===== config.mk =====
export PLATFORM = sky130hd
export DESIGN_NAME = pri_arb_mux
export DESIGN_NICKNAME = d
export VERILOG_FILES = /design/src/rtl/pri_arb_mux.sv
export SDC_FILE = /design/constraint.sdc
export NUM_CORES = 1
export LEC_CHECK = 0
export ABC_AREA = 1
export CORE_UTILIZATION = 43
export CTS_CLUSTER_SIZE = 8
export DETAILED_ROUTE_END_ITERATION = 10
export HOLD_SLACK_MARGIN = 0.03
export PLACE_DENSITY = 0.86
export SLEW_MARGIN = 20
export SYNTH_ARGS = -nofsm -noshare
export SYNTH_HDL_FRONTEND = slang
export SYNTH_SLANG_ARGS = --single-unit

===== constraint.sdc =====
create_clock -name iClk -period 1.4 [get_ports iClk]
set_input_delay 0.28 -clock iClk [delete_from_list [all_inputs] [get_ports iClk]]
set_output_delay 0.28 -clock iClk [all_outputs]
set_load 0.02 [all_outputs]

===== src/rtl/pri_arb_mux.sv =====
// pri_arb_mux: N-channel request arbiter with a data mux feeding a registered
// valid/ready output stage. One winner per transfer is acknowledged with oAck.
//
// Build option: define PRI_ARB_RR_EN for round-robin selection starting at an
// internal pointer. Without it, selection is fixed priority (channel 0 highest)
// and the pointer does not exist. The port list is identical in both builds.
module pri_arb_mux #(
    parameter int unsigned N_CH   = 4,
    parameter int unsigned DATA_W = 1,
    parameter int unsigned IDX_W  = 2
) (
    input  logic                   iClk,
    input  logic                   iRst_n,
    input  logic [N_CH-1:0]        iReq,
    input  logic [N_CH*DATA_W-1:0] iData,
    output logic [N_CH-1:0]        oAck,
    output logic                   oValid,
    output logic [DATA_W-1:0]      oData,
    output logic [IDX_W-1:0]       oIdx,
    input  logic                   iReady,
    output logic [7:0]             oBusyCnt
);

    // Elaboration-time parameter sanity
    if (N_CH < 2 || N_CH > 16) begin : g_bad_n_ch
        $error("pri_arb_mux: N_CH must be in 2..16");
    end
    if (IDX_W != $clog2(N_CH)) begin : g_bad_idx_w
        $error("pri_arb_mux: IDX_W must equal ceil(log2(N_CH))");
    end

    logic                 valid_q, valid_d;
    logic [DATA_W-1:0]    data_q, data_d;
    logic [IDX_W-1:0]     idx_q, idx_d;
    logic [7:0]           busy_q, busy_d;

    logic                 win_found;
    logic [IDX_W-1:0]     win_idx;
    logic [N_CH-1:0]      win_onehot;
    logic [DATA_W-1:0]    win_data;
    logic [IDX_W-1:0]     cand;
    logic                 load;

`ifdef PRI_ARB_RR_EN
    logic [IDX_W-1:0]     rptr_q, rptr_d;
    int unsigned          rr_sum;
    int unsigned          rptr_nxt;
`endif

    // Winner search: first asserted request, scanning from the search base
    always_comb begin
        win_found  = 1'b0;
        win_idx    = '0;
        win_onehot = '0;
        cand       = '0;
`ifdef PRI_ARB_RR_EN
        rr_sum     = 0;
`endif
        for (int unsigned k = 0; k < N_CH; k++) begin
`ifdef PRI_ARB_RR_EN
            // Wrap the scan modulo N_CH starting at the round-robin pointer
            rr_sum = 32'(rptr_q) + k;
            if (rr_sum >= N_CH) begin
                rr_sum = rr_sum - N_CH;
            end
            cand = IDX_W'(rr_sum);
`else
            cand = IDX_W'(k);
`endif
            if (!win_found && iReq[cand]) begin
                win_found        = 1'b1;
                win_idx          = cand;
                win_onehot[cand] = 1'b1;
            end
        end
    end

    // Data mux driven by the one-hot winner
    always_comb begin
        win_data = '0;
        for (int unsigned j = 0; j < N_CH; j++) begin
            if (win_onehot[j]) begin
                win_data = iData[j*DATA_W +: DATA_W];
            end
        end
    end

    // Load when something is requested and the output slot is free or draining
    always_comb begin
        load = (|iReq) && (!valid_q || iReady);
        // No acknowledge may escape while reset is held
        oAck = (load && iRst_n) ? win_onehot : '0;
    end

    // Output register next state, including same-edge pop-and-replace
    always_comb begin
        valid_d = valid_q;
        data_d  = data_q;
        idx_d   = idx_q;
        if (load) begin
            valid_d = 1'b1;
            data_d  = win_data;
            idx_d   = win_idx;
        end else if (valid_q && iReady) begin
            valid_d = 1'b0;
        end
    end

    // Back-pressure monitor: saturating count of stalled cycles
    always_comb begin
        busy_d = busy_q;
        if (valid_q && !iReady && (busy_q != 8'hFF)) begin
            busy_d = busy_q + 8'd1;
        end
    end

`ifdef PRI_ARB_RR_EN
    // Pointer moves just past the winner on every load, otherwise holds
    always_comb begin
        rptr_d   = rptr_q;
        rptr_nxt = 32'(win_idx) + 1;
        if (rptr_nxt >= N_CH) begin
            rptr_nxt = 0;
        end
        if (load) begin
            rptr_d = IDX_W'(rptr_nxt);
        end
    end

    // Round-robin pointer state
    always_ff @(posedge iClk or negedge iRst_n) begin
        if (!iRst_n) begin
            rptr_q <= '0;
        end else begin
            rptr_q <= rptr_d;
        end
    end
`endif

    // Output register and busy counter state
    always_ff @(posedge iClk or negedge iRst_n) begin
        if (!iRst_n) begin
            valid_q <= 1'b0;
            data_q  <= '0;
            idx_q   <= '0;
            busy_q  <= 8'd0;
        end else begin
            valid_q <= valid_d;
            data_q  <= data_d;
            idx_q   <= idx_d;
            busy_q  <= busy_d;
        end
    end

    assign oValid   = valid_q;
    assign oData    = data_q;
    assign oIdx     = idx_q;
    assign oBusyCnt = busy_q;

endmodule


# After elaboration in Yosys (flattened, before gate mapping)
# Index checks and enable logic that the tools add are counted.
[totals] register_bits=12 inputBits=11 out_inout_bits=16 word_cells=38
[classes] addsub=1 n_eq_ne=1 mux=16 n_reduce_logical=16
[op_table] operator="two-way mux 1 bit" n=13
[op_table] operator="adder 8 x 1 -> 8 bit (second input constant)" n=1
[op_table] operator="logical AND 1 bit" n=8
[op_table] operator="inequality test 8 bit (second input constant)" n=1
[op_table] operator="logical NOT 1 bit" n=5
[op_table] operator="two-way mux 2 bit" n=2
[op_table] operator="two-way mux 4 bit" n=1
[op_table] operator="OR reduction 4 bit" n=1
[op_table] operator="nonzero test 2 bit" n=1
[op_table] operator="logical OR 1 bit" n=1

# Depth between registers and ports, before layout
[depth] word_depth=11 mapped_depth=7 mapped_depth_nobuf=7

# Least setup slack after synthesis
# OpenSTA, ideal clock, no wires.
[synth_timing] kind="reg-to-output" from="register valid_q (netlist: oValid)" to="output oAck[0]" t_arrival_ns=1.184 t_required_ns=1.120 slack_ns=-0.064 stages_incl_launch_ff=6 n_path_buf=0 cell_sequence="dfrtp_1 > inv_2 > nor2_8 > a21oi_4 > nand2_1 > nor2_1"
[synth_between] elab_chain_len=5
[synth_lines] item="start, declared" line="32" rtl="logic valid_q, valid_d;"
[synth_lines] item="start signal, assigned" line="148" rtl="valid_q <= valid_d;"
[synth_lines] item="logical NOT 1 bit" line="90" rtl="load = (|iReq) && (!valid_q || iReady);"
[synth_lines] item="logical OR 1 bit" line="90"
[synth_lines] item="logical AND 1 bit" line="90"
[synth_lines] item="logical AND 1 bit" line="92" rtl="oAck = (load && iRst_n) ? win_onehot : '0;"
[synth_lines] item="two-way mux 4 bit" line="92"
[synth_lines] item="end, declared" line="16" rtl="output logic [N_CH-1:0] oAck,"
# Every way passes these cells.

# Worst setup path in the final report
[layout_timing] from="register valid_q (netlist: oValid)" to="output oAck[2]"
# Same word-level chain as after synthesis.

==> results_dict.tcl <==
set metrics [dict create \
    outcome "finished, violations left" \
    violations "design-rule violations, negative setup slack" \
    io_buffers 26 \
    multi_input_comb_area_sq_um 429.2 \
    finalPower_mw 1.519 \
    synth-seq-cells 12 \
    yosys.area.top_type "dfrtp_1" \
    track_usage_pct 25.35 \
    netSwitchingPower_uw 638.3 \
    overflow 0 \
    crit_chain "inv_4, nor2_8, a21oi_4, nand2_4, nor3_4, buf_6" \
    worst_pin_slew_ns 0.2284 \
    max_cap_violations 0 \
    synth-async-reset-ratio_pct 100.0 \
    routed-via-count 819 \
    yosysUniqueCellTypes 24 \
    seqPwrFrac_pct 33.1 \
    wirelength_microns 2040 \
    syn_nets 109 \
    path_clk_slew_ns 0.08 \
    fillers 109 \
    final_max_slew_viol_count 0 \
    antenna_cells 0 \
    powerDensity_mw_per_mm2 1283 \
    pre_cts_ws_ns -0.8305 \
    die_area_sq_mm 0.001923 \
    crit_path_max_incr_delay_ns 0.43 \
    cts-root-buf "clkbuf_4" \
    clock_path_buffers 2 \
    ys_seq_area_share_pct 39.87 \
    synth_edf_count 0 \
    power_frac_comb_pct 51.3 \
    crit_path_end_kind "output pin" \
    cts_tree "done" \
    yosysWarnings 0 \
    hp-class "input pin to register" \
    syn_inst 97 \
    internal-power_uw 880.7 \
    fin_skew_ns 0.01327 \
    crit_path_start_kind "register" \
    netlist.area_leader.share_pct 39.87 \
    grt_max_degree 13 \
    drt-wirelength-per-cell_microns 12.83 \
    critPathKind "register to output pin" \
    grt_pass1_wl_microns 3505 \
    drc 1 \
    hold_slack_ns 0.2854 \
    ioPinCount 27 \
    clk_latency_ns 0.29 \
    gp_congestion 0.8222 \
    timing.rr.start "oBusyCnt[0]$_DFFE_PN0P_" \
    swShare_pct 42.02 \
    post-route-util_pct 75.08 \
    grt_pass1_vias 832 \
    seqCellArea_sq_um 301.5 \
    startpoint "oValid$_DFFE_PN0P_" \
    final_cell_mix "nand2_1 (27), buf_4 (19), dlygate4sd2_1 (16), dfrtp_1 (11), nand3_1 (10)" \
    min_period_ns 1.626 \
    cp.required_ns 1.12 \
    cts.sinks 12 \
    yosys-top-cells-area "dfrtp_1 (40%), nand2_1 (14%), nand3_1 (6.6%)" \
    syn2layout_area_growth_pct 57.14 \
    avgSynthCellArea_sq_um 7.765 \
    ir_worst_vdd_mv 1.020 \
    syn-cell-area_sq_um 753.2 \
    core_sq_mm 0.001577 \
    antenna_found_initial 0 \
    rsz0062_at_grt "true" \
    viasPerCell 5.151 \
    worst_ep_arrival_time_ns 1.35 \
    p_leak_nw 0.5833 \
    nNetsFinal 156 \
    firstDrtPassIters 9 \
    max_slew_margin_pct 84.83 \
    initial_core_util_pct 47.78 \
    hold_path.startpoint "iReq[2]" \
    crit_fanout 4 \
    setup_viol 4 \
    fin_ws_ns -0.2258 \
    ys.flop_type "dfrtp_1" \
    clock.fmax_ghz 0.6151 \
    hpwl_microns 1599 \
    fp.dieH_microns 43.86 \
    rows 14 \
    first_iter_violations 24 \
    clock_power_share_pct 15.5 \
    post_cts_buffers 0 \
    min_period_over_period_pct 116.1 \
    hold_violations 0 \
    layout_commonest_cell "nand2_1" \
    cts_made_buffers 3 \
    die_w_microns 43.86 \
    ant_nets 0 \
    htreeDepth 1 \
    cp_slowest_cell "dfrtp_2" \
    drive_gt1_share_pct 28.67 \
    finalSetupTns_ns -0.8134 \
]
## critical path: cells and delay by family (launching register included)
family | cells | cell delay [ns]
flops | 1 | 0.43
simple gates | 3 | 0.25
buf+inv | 2 | 0.22
compound gates | 1 | 0.15
## through the flow
stage | instances | instance area (sq um)
final | 159 | 1184
after global routing | 159 | 1184
after detailed placement | 155 | 1164
after CTS | 159 | 1171
after floorplan | 97 | 763.2
after global placement | 155 | 1164
## layout make-up
class	count	area share [%]
multi-input cells	73	36.26
inverters	12	4.228
repair buffers	42	30.13
clock buffers	4	2.220
flip-flops and latches	12	25.48
well taps	16	1.691
## power by group through the flow
| stage | registers (mW) | clock network [mW] | logic [mW] |
|---|---|---|---|
| 6_report | 0.503 | 0.236 | 0.780 |
| 5_1_grt | 0.507 | 0.251 | 0.845 |
| 4_1_cts | 0.501 | 0.242 | 0.774 |
| 3_5_place_dp | 0.511 | 0 | 0.832 |
| 3_3_place_gp | 0.504 | 0 | 0.796 |
| 2_1_floorplan | 0.658 | 0 | 0.256 |
## synthesized netlist by cell type (2+ instances only)
cell type	count
nand2_1	28
dfrtp_1	12
nand3_1	10
nor2_1	10
inv_1	9
nand4_1	3
o21ai_1	3
nand2_2	2
nor2_4	2
nor3_2	2
o21ai_0	2
xnor2_1	2
## final timing paths
path | end | slack [ns] | cells after the start
max | oAck[2] | -0.23 | 6
min | oValid$_DFFE_PN0P_ | 0.29 | 3
max reg2reg | oBusyCnt[3]$_DFFE_PN0P_ | 0.12 | 6
min reg2reg | oIdx[0]$_DFFE_PN0P_ | 0.48 | 2
max in group asynchronous | oBusyCnt[2]$_DFFE_PN0P_ | 0.84 | 2
min in group asynchronous | oIdx[1]$_DFFE_PN0P_ | 0.39 | 2
## sequential cells by signal (all words and copies together), names as in the netlist
register	flops
oData	1
oValid	1
oBusyCnt	8
oIdx	2
## cells by family after synthesis
group	count (synthesis)	share of synthesized area [%]
adders and majority gates	1	1.661
buffers and inverters	12	6.312
xor gates and xnor gates	3	3.489
AOI/OAI and AO/OA	8	7.309
DFF	12	39.87
and+or+nand+nor	61	41.36
## timing repair
item / CTS / global route
gates cloned: 0 / 0
hold buffers: 0 / 0
gates resized for setup: 40 / 4
pin swaps: 2 / 1
endpoints found under the setup margin: 17 / 8
## routing by layer
layer	share of wire (%)	track usage [%]
met5	0	0
met3	4.8	8.333
met1	40	28.12
met4	2.9	12.12
met2	52	43.58
No activity file was read; power rests on OpenSTA's default activity.
